**config.mk**
```make
export PLATFORM = sky130hd
export DESIGN_NAME = edge_event_arbiter
export DESIGN_NICKNAME = d
export VERILOG_FILES = /design/src/rtl/edge_evt_pkg.sv /design/src/rtl/edge_evt_chan.sv /design/src/rtl/edge_event_arbiter.sv
export SDC_FILE = /design/constraint.sdc
export NUM_CORES = 1
export LEC_CHECK = 0
export ABC_AREA = 1
export CAP_MARGIN = 20
export CELL_PAD_IN_SITES_DETAIL_PLACEMENT = 1
export CELL_PAD_IN_SITES_GLOBAL_PLACEMENT = 1
export CORE_AREA = 2 2 63 65
export DETAILED_ROUTE_END_ITERATION = 8
export DIE_AREA = 0 0 65 67
export HOLD_SLACK_MARGIN = 0.12
export PLACE_DENSITY_LB_ADDON = 0.1
export RECOVER_POWER = 25
export SYNTH_ARGS = -nofsm -noshare
export SYNTH_HDL_FRONTEND = slang
export SYNTH_SLANG_ARGS = --single-unit
export TNS_END_PERCENT = 50
```
**constraint.sdc**
```tcl
create_clock -name clk -period 8.82 [get_ports clk]
set_input_delay 1.323 -clock clk [delete_from_list [all_inputs] [get_ports clk]]
set_output_delay 1.323 -clock clk [all_outputs]
set_load 0.01 [all_outputs]
```
**src/rtl/edge_evt_pkg.sv**
```systemverilog
// rtl/edge_evt_pkg.sv - shared types and constants for the edge event arbiter
// Contents: arbiter FSM state type, edge polarity constants, parameter defaults.
package edge_evt_pkg;

    typedef enum logic {
        IDLE  = 1'b0,
        OFFER = 1'b1
    } state_t;

    localparam logic POL_RISE = 1'b1;
    localparam logic POL_FALL = 1'b0;

    localparam int DEF_N_CH  = 4;
    localparam int DEF_CNT_W = 8;

endpackage

```
**src/rtl/edge_evt_chan.sv**
```systemverilog
// rtl/edge_evt_chan.sv - one monitored channel: edge detect and single-entry pending slot
// Ports:
//   clk, rst_n  clock, asynchronous active-low reset
//   sig         level input for this channel
//   grant       arbiter takes the pending event at this clock edge
//   pend        an event is waiting for the arbiter
//   pend_pol    polarity of the waiting event (1 = rising)
//   drop        a new edge is lost at this clock edge (combinational)
// Build option: EDGE_EVT_SYNC_EN adds a two-flop synchronizer in front of edge detection.
module edge_evt_chan (
    input  logic clk,
    input  logic rst_n,
    input  logic sig,
    input  logic grant,
    output logic pend,
    output logic pend_pol,
    output logic drop
);

    logic sig_s;
    logic prev;
    logic edge_hit;

`ifdef EDGE_EVT_SYNC_EN
    logic [1:0] sync;

    always_ff @(posedge clk or negedge rst_n) begin
        if (!rst_n) begin
            sync <= '0;
        end else begin
            sync <= {sync[0], sig};
        end
    end

    assign sig_s = sync[1];
`else
    assign sig_s = sig;
`endif

    assign edge_hit = (sig_s != prev);

    // The slot holds the oldest event; a new edge is only lost when the slot
    // stays occupied through this edge.
    assign drop = edge_hit && pend && !grant;

    always_ff @(posedge clk or negedge rst_n) begin
        if (!rst_n) begin
            prev     <= 1'b0;
            pend     <= 1'b0;
            pend_pol <= 1'b0;
        end else begin
            prev <= sig_s;
            if (edge_hit && (!pend || grant)) begin
                pend     <= 1'b1;
                pend_pol <= sig_s;
            end else if (grant) begin
                pend <= 1'b0;
            end
        end
    end

endmodule

```
**src/rtl/edge_event_arbiter.sv**
```systemverilog
// rtl/edge_event_arbiter.sv - round-robin arbiter offering per-channel edge events to one consumer
// Ports:
//   clk, rst_n            clock, asynchronous active-low reset
//   sig_in[N_CH]          level inputs, one per channel
//   evt_valid/evt_ready   event handshake to the consumer
//   evt_ch, evt_pol       channel index and polarity (1 = rising) of the offered event
//   drop_cnt[CNT_W]       saturating count of lost events
// Build option: EDGE_EVT_SYNC_EN (synchronizer per channel, two extra cycles latency).
module edge_event_arbiter
    import edge_evt_pkg::*;
#(
    parameter int N_CH  = DEF_N_CH,
    parameter int CNT_W = DEF_CNT_W
) (
    input  logic                      clk,
    input  logic                      rst_n,
    input  logic [N_CH-1:0]           sig_in,
    output logic                      evt_valid,
    input  logic                      evt_ready,
    output logic [$clog2(N_CH)-1:0]   evt_ch,
    output logic                      evt_pol,
    output logic [CNT_W-1:0]          drop_cnt
);

    localparam int CH_W  = $clog2(N_CH);
    localparam int SUM_W = CNT_W + 5;

    state_t            state;
    logic [CH_W-1:0]   rr_ptr;
    logic [N_CH-1:0]   pend;
    logic [N_CH-1:0]   pend_pol;
    logic [N_CH-1:0]   drop;
    logic [N_CH-1:0]   grant_vec;

    logic              slot_free;
    logic              any_pend;
    logic              do_grant;
    logic [CH_W-1:0]   gnt_ch;
    logic [CH_W-1:0]   rr_next;
    logic [CH_W:0]     scan_ix;
    logic              found;
    logic [SUM_W-1:0]  drop_sum;
    logic [CNT_W-1:0]  cnt_next;

    for (genvar i = 0; i < N_CH; i++) begin : g_chan
        edge_evt_chan u_chan (
            .clk      (clk),
            .rst_n    (rst_n),
            .sig      (sig_in[i]),
            .grant    (grant_vec[i]),
            .pend     (pend[i]),
            .pend_pol (pend_pol[i]),
            .drop     (drop[i])
        );
    end

    assign slot_free = (state == IDLE) || evt_ready;
    assign any_pend  = |pend;
    assign do_grant  = slot_free && any_pend;

    // First pending channel at or above rr_ptr, wrapping at N_CH.
    always_comb begin
        gnt_ch  = '0;
        found   = 1'b0;
        scan_ix = '0;
        for (int off = 0; off < N_CH; off++) begin
            scan_ix = {1'b0, rr_ptr} + (CH_W+1)'(off);
            if (scan_ix >= (CH_W+1)'(N_CH)) begin
                scan_ix = scan_ix - (CH_W+1)'(N_CH);
            end
            if (!found && pend[scan_ix[CH_W-1:0]]) begin
                found  = 1'b1;
                gnt_ch = scan_ix[CH_W-1:0];
            end
        end
    end

    always_comb begin
        grant_vec = '0;
        for (int i = 0; i < N_CH; i++) begin
            grant_vec[i] = do_grant && (gnt_ch == CH_W'(i));
        end
    end

    assign rr_next = (gnt_ch == CH_W'(N_CH - 1)) ? '0 : gnt_ch + 1'b1;

    // Several channels can drop in the same cycle; add them all, then clamp.
    always_comb begin
        drop_sum = {{(SUM_W-CNT_W){1'b0}}, drop_cnt};
        for (int i = 0; i < N_CH; i++) begin
            drop_sum = drop_sum + SUM_W'(drop[i]);
        end
        if (drop_sum > {{(SUM_W-CNT_W){1'b0}}, {CNT_W{1'b1}}}) begin
            cnt_next = {CNT_W{1'b1}};
        end else begin
            cnt_next = drop_sum[CNT_W-1:0];
        end
    end

    always_ff @(posedge clk or negedge rst_n) begin
        if (!rst_n) begin
            state     <= IDLE;
            evt_valid <= 1'b0;
            evt_ch    <= '0;
            evt_pol   <= POL_FALL;
            rr_ptr    <= '0;
            drop_cnt  <= '0;
        end else begin
            drop_cnt <= cnt_next;
            case (state)
                IDLE, OFFER: begin
                    if (slot_free) begin
                        if (any_pend) begin
                            state     <= OFFER;
                            evt_valid <= 1'b1;
                            evt_ch    <= gnt_ch;
                            evt_pol   <= pend_pol[gnt_ch];
                            rr_ptr    <= rr_next;
                        end else begin
                            state     <= IDLE;
                            evt_valid <= 1'b0;
                        end
                    end
                end
                default: begin
                    state     <= IDLE;
                    evt_valid <= 1'b0;
                end
            endcase
        end
    end

endmodule

```
==> results.md, run 1 <==
* Status: finished, final reports clean
* Clk root buf: clkbuf_8
* Max Freq at 0.2347 GHz
* DRC at 0
* Design Area, Final at 0.001849 mm²
* Fin. Hold Viols at 0
* Synth unique cells at 26
* Crit path arrival time at 4.44 ns
* First-pass GRT wire length at 6037 µm
* Total track usage at 18.00%
* Max cap viols at 0
* Vias in the first global route at 1445
* Largest net degree at the start of global routing at 27
* CORE AREA at between 0.003 and 0.004 mm²
* # clock sinks at 26
* Critical path launch point type: input port
* R2r startpoint: rr_ptr[0]
* Placed Area at 0.001782 mm²
* WHS at between 0.5 and 0.6 ns
* Pwr per Cell Area at 412.9 mW/mm²
* WS Path Type: input port to flop
* CTS Buf Count at 3
* Setup tns final at 0 ns
* Die Area at around 0.0044 mm²
* DRT Wirelength at ~3400 µm
* Critical path origin: evt_ready
* Max stage delay cell, worst path: fa_1
* Initial Util at 42.85%
* VDD IR max at ~170 µV
* DR iter-0 viols at 54
* Vias at between 1000 and 1500
* Post-Syn Area per Cell at 7.804 µm²
* Leak Pwr at 0.0009883 µW
* WP data required at 9.00 ns
* Syn_nets at between 200 and 250
* CP delay by family, top: adder cells
* Fin. max-slew vios at 0
* HP Start: evt_ch[1]
* Cell repeated most along the worst path: inv_1
* Sequential Area at ~650 µm²
* Filler Cell Count at 468
* Fin nets at 236
* Fin crit share at 48.30%
* Multi-input logic area at between 700 and 800 µm²
* RSZ-0062 raised after global routing: no
* Commonest non-fill, non-tap cell in the layout: nand2_1
* I/O Pins at 19
* Tightest Pin Transition at around 1.5 ns
* Post-synthesis sequential element count at 26
* Pre-antenna DRT Iters at 2
* Placed cells at 264
* Crit Path Max Fanout at 9
* Port bufs at 18
* Commonest cells after routing, fill and taps aside: nand2_1 (52), inv_1 (37), dfrtp_1 (26)
* Row count at 22
* N_diodes at 0
* Reg clk slew, reported paths at ~0.09 ns
* Share of cells above drive strength 1 at 11.36%
* Clk Latency, worst-skew pair at 0.28 ns
* Total gr overflow at 0
* Synth warn at 0
* Setup Viol. Count Final at 0
* Setup bufs post-CTS at 0
* Post_cts resized at 0
* Detail Route Antenna Nets at 0
* Critical path capture point type: flop
* Detail Placement HPWL at 2734 µm
* Post-synthesis cell count at 198
* CP bufs+invs at 5
* Gpl congestion at 0.7674
* Initial antenna violation count at 0
* Height of the die at 67 µm
* Clock tree buffer depth at 2
* Crit path cell chain: clkdlybuf4s50_1, inv_1, nand2_1, nand2_1, o21ai_0, inv_1, o21ai_0, fa_1, inv_1, fa_1, fa_1, nand3_1, inv_1, nand3_1, nand3_1, o21a_1
* Critical Path Max Stage Delay at 0.53 ns
* Total power at 763.5 µW
* Routed wire per std cell at 12.63 µm
* Post-synthesis sequential area ratio at 42.11%
* Rel. slew slack at 2.189%
* HP Class: flop to flop
* Area delta synth->final at 19.68%
* Htree depth at 1
* Post-route minimum period at between 4 and 5 ns
* Die width at 65 µm
* Hold buffer count at CTS at 0
* CTS tree: yes
* Post-DR vias/cell at 4.836
* Clock Skew at approximately 0.0069 ns
* Non-Filler Instances at between 200 and 300
* Synth Cell Area at 0.001545 mm²
==> layout make-up <==
class | count | area share, %
multi-input cells | 129 | 38.84
clock buffers | 3 | 2.233
well taps | 48 | 3.248
flip-flops and latches | 26 | 35.18
repair buffers | 19 | 9.946
inverters | 42 | 8.931
clock inverters | 1 | 1.624
==> state kept, by name, indices dropped and copies added, names as in the netlist <==
register                count
drop_cnt                    8
evt_ch                      2
evt_pol                     1
g_chan.u_chan.pend          4
g_chan.u_chan.pend_pol      4
g_chan.u_chan.prev          4
rr_ptr                      2
state                       1
==> per-stage QoR <==
stage | util (%) | worst slack [ns]
floorplan | - | 4.992
global placement | 49.41 | 4.292
detailed placement | 49.41 | 4.211
CTS | 51.39 | 4.513
global route | 51.28 | 4.238
finish | 51.28 | 4.560
==> Yosys cell counts <==
| library cell | instances | share of area [%] |
|---|---|---|
| nand2_1 | 52 | 13 |
| inv_1 | 37 | 9.0 |
| dfrtp_1 | 26 | 42 |
| o21ai_0 | 15 | 4.9 |
| nand3_1 | 14 | 4.5 |
| nand2_2 | 10 | 4.0 |
| nor2_1 | 10 | 2.4 |
| ha_1 | 5 | 4.0 |
| fa_1 | 3 | 3.9 |
| inv_2 | 3 | 0.73 |
| nand4_1 | 3 | 1.2 |
| nand2_4 | 2 | 1.5 |
| nor3_1 | 2 | 0.65 |
| o21a_1 | 2 | 0.97 |
| or2_2 | 2 | 0.81 |
| xnor2_1 | 2 | 1.1 |
| a21o_1 | 1 | 0.49 |
| and2_1 | 1 | 0.41 |
| buf_6 | 1 | 0.73 |
| clkinv_1 | 1 | 0.24 |
| inv_8 | 1 | 0.73 |
| nand3_2 | 1 | 0.65 |
| nand4_2 | 1 | 0.81 |
| o21ai_1 | 1 | 0.32 |
| o21ai_2 | 1 | 0.57 |
| xor2_1 | 1 | 0.57 |
==> worst paths after layout <==
path	slack [ns]	cells after the start	to
min	0.50	2	evt_ch[1]
max reg2reg	4.71	23	drop_cnt[7]
max	4.56	16	drop_cnt[7]
min in group asynchronous	1.92	2	evt_ch[1]
min reg2reg	0.50	2	evt_ch[1]
max in group asynchronous	6.05	2	g_chan[2].u_chan.pend
==> worst register-to-register path, delay by kind of cell (launching register included) <==
family | cells | cell delay [ns]
adder cells (fa/ha/maj) | 4 | 1.57
AND/OR/NAND/NOR | 11 | 1.09
flip-flops | 1 | 0.61
AO/OA/AOI/OAI | 3 | 0.39
buffers and inverters | 5 | 0.34
==> kinds of logic (layout without fill, tap and decap cells) <==
| logic type | after synthesis | count (layout) | share of synthesized area, % |
|---|---|---|---|
| flip-flops | 26 | 26 | 42.11 |
| AO/OA/AOI/OAI | 20 | 20 | 7.206 |
| buffers and inverters | 43 | 65 | 11.42 |
| XOR/XNOR | 3 | 3 | 1.701 |
| adder cells (fa/ha/maj) | 8 | 8 | 7.935 |
| AND/OR/NAND/NOR | 98 | 98 | 29.64 |
==> routing by layer <==
layer / part of all wire, % / wire length (µm) / up-vias / track usage [%]
met2: 53 / 1792 / 16 / 34.66
met4: 0.56 / 19 / 0 / 4.787
met5: 0 / 0 / - / 0
li1: - / - / 648 / -
met1: 44 / 1474 / 630 / 20.45
met3: 3.0 / 100 / 2 / 2.872
==> report_power, final <==
| part | leakage (µW) | switching [µW] | internal [µW] |
|---|---|---|---|
| clock | 0.0000357 | 38.9 | 60.8 |
| combinational | 0.000653 | 269 | 183 |
| sequential | 0.000300 | 44.2 | 168 |
Note: power is estimated with default switching activity, not from simulation.
==> run 2, diff against run 1 <==
- CORE_AREA: 2 2 63 65 -> 2 2 66 68
- DIE_AREA: 0 0 65 67 -> 0 0 68 70
- clock period: 8.82 -> 4.12 ns (I/O delays scaled with it)
==> results.md, run 2 (same netlist as run 1, synthesis figures left out) <==
* Status: finished, final reports clean
* N_diodes at 0 (unchanged)
* DRC at 0 (unchanged)
* # clock sinks at 26 (unchanged)
* CTS Buf Count at 3 (unchanged)
* Gpl congestion at 0.6671 (-13%)
* Leak Pwr at 0.001009 µW (+2.1%)
* Vias in the first global route at 1475 (+2.1%)
* Max cap viols at 0 (unchanged)
* Commonest non-fill, non-tap cell in the layout: nand2_1
* VDD IR max at 380.3 µV (+130%)
* DR iter-0 viols at 26 (-52%)
* Setup Viol. Count Final at 0 (unchanged)
* HP Class: flop to flop
* Initial Util at 37.29% (-5.6 points)
* Htree depth at 1 (unchanged)
* Post-route minimum period at 3.845 ns
* Non-Filler Instances at 275 (+2.6%)
* Height of the die at 70 µm (+4.5%)
* Tightest Pin Transition at 1.404 ns (-0.06270 ns)
* Hold path cells at 2 (unchanged)
* Cells on worst reg2reg path at 23 (unchanged)
* Vias at 1307 (+0.85%)
* Detail Placement HPWL at 2862 µm (+4.7%)
* Fin. max-slew vios at 0 (unchanged)
* WP data required at 4.29 ns (-4.71 ns)
* CTS tree: yes
* Clk root buf: clkbuf_8
* Total track usage at 17.79% (-0.21 points)
* Sequential power share at 27.6% (-0.2 points)
* Combinational share of power at 63.3% (+4.1 points)
* Critical path capture point type: flop
* Die Area at 0.004760 mm² (+9.3%)
* Switching part of the total power at 46.97% (+0.86 points)
* Filler Cell Count at 507 (+8.3%)
* Int Power at 861.5 µW (+110%)
* Pre-antenna DRT Iters at 4 (+2)
* Detail Route Antenna Nets at 0 (unchanged)
* Total gr overflow at 0 (unchanged)
* First-pass GRT wire length at 6368 µm (+5.5%)
* Clock tree buffer depth at 2 (unchanged)
* Fin nets at 240 (+1.7%)
* DP Worst Slack at -0.02661 ns (-4.237 ns)
* Clock share of power at 9.1% (-4.0 points)
* Design Area, Final at 0.001886 mm² (+2.0%)
* Initial antenna violation count at 0 (unchanged)
* Max Freq at roughly 0.26 GHz
* Crit Path Max Fanout at 5 (-4)
* Post-DR vias/cell at 4.753 (-1.7%)
* DRT Wirelength at 3626 µm (+7.1%)
* Placed cells at 269 (+1.9%)
* Fin. Hold Viols at 0 (unchanged)
* Met2 Usage GRT at 33.76% (-0.90 points)
* GRT Max-Usage Layer: met2
* Die width at 68 µm (+4.6%)
* Placed Area at 0.001794 mm² (+0.70%)
* Share of cells above drive strength 1 at 15.25% (+3.9 points)
* Largest register FFs at 8 (unchanged)
* Reg with most FFs: drop_cnt
* Pwr per Cell Area at 861.6 mW/mm² (+110%)
* Final Util at 45.50% (-5.8 points)
* I/O Pins at 19 (unchanged)
* Clock Skew at 0.005537 ns (-0.001326 ns)
* Clk Latency, worst-skew pair at 0.28 ns (about the same)
* Port bufs at 18 (unchanged)
* Crit path arrival time at 4.02 ns (-0.42 ns)
* Global-route track usage on met3 at 2.899% (+0.027 points)
* WS Path Type: flop to flop
* Area delta synth->final at 22.02%
* Switching power at 763.1 µW (+120%)
* Grt met1 use at 19.00% (-1.4 points)
* Commonest cells after routing, fill and taps aside: nand2_1 (51), inv_1 (36), dfrtp_1 (25)
* Reg clk slew, reported paths at 0.09 ns (about the same)
* Rel. slew slack at 6.369% (+4.2 points)
* Row count at 24 (+9.1%)
* Largest net degree at the start of global routing at 27 (unchanged)
* Fin crit share at 93.33%
* Final setup margin at 0.2748 ns (-4.285 ns)
* CORE AREA at 0.004144 mm² (+15%)
* Routed wire per std cell at 13.19 µm (+4.4%)
* Critical path launch point type: flop
[run 2: cell types whose count changed in the layout (fill, tap and decap cells not counted), moves of 2 or more]
| cell | previous run | this run |
|---|---|---|
| buf_4 | 0 | 2 |
| fa_1 | 3 | 1 |
| fa_2 | 0 | 2 |
| inv_2 | 3 | 5 |
[run 2: worst max-delay path, stage by stage (launching register included)]
cell	delay [ns]
dfrtp_2	0.43
dlymetal6s2s_1	0.18
nand2_1	0.11
nand2_2	0.08
nand2_2	0.07
nand2_2	0.07
inv_2	0.07
nand4_2	0.13
nand2_4	0.14
inv_2	0.06
ha_1	0.19
inv_1	0.05
o21ai_0	0.10
inv_1	0.10
o21ai_0	0.12
fa_1	0.50
inv_1	0.06
fa_2	0.40
fa_2	0.38
nand3_2	0.09
inv_1	0.07
nand3_1	0.11
nand3_1	0.09
o21a_1	0.12
[run 2: power by group through the flow]
stage / Combinational, µW / Clock (µW) / Sequential, µW
global route: 1190 / 167 / 466
detailed placement: 971 / 0 / 462
finish: 1030 / 147 / 449
floorplan: 675 / 0 / 452
CTS: 980 / 154 / 459
global placement: 928 / 0 / 454
[run 2: metrics by stage]
stage                     hold slack (ns)  power, µW  setup TNS (ns)
after floorplan                    0.3224       1127               0
after global placement             0.4648       1382               0
after detailed placement           0.4657       1433        -0.06211
after CTS                          0.4894       1592               0
after global routing               0.5389       1826        -0.02659
final                              0.4866       1625               0
[run 2: timing repair]
item	in CTS	in global routing
setup endpoints to repair	5	8
pin swaps	0	1
hold buffers	0	0
setup buffers	0	3
hold endpoints to repair	0	0
resized for setup	1	7
[run 2: worst paths after layout]
kind	from	to	slack [ns]
worst max-delay path	rr_ptr[0]	drop_cnt[7]	0.27
worst min-delay path	evt_ch[1]	evt_ch[1]	0.49
worst max register to register	rr_ptr[0]	drop_cnt[7]	0.27
worst min register to register	evt_ch[1]	evt_ch[1]	0.49
max in group asynchronous	rst_n	rr_ptr[0]	2.02
min in group asynchronous	rst_n	rr_ptr[0]	1.19
[run 2: metal layers]
metal	vias up	wire length, µm
met1	632	1465
met5	-	0
met4	0	55
met2	14	2029
li1	656	-
met3	5	75
[run 2: cell type report]
class                           instances  area [µm²]  area share [%]
Clock buffer                            3       41.29           2.190
Timing Repair Buffer                   23       231.5           12.28
Tap cell                               52       65.06           3.451
Inverter                               42       165.2           8.759
Sequential cell                        26       651.9           34.57
Multi-Input combinational cell        129       730.7           38.75
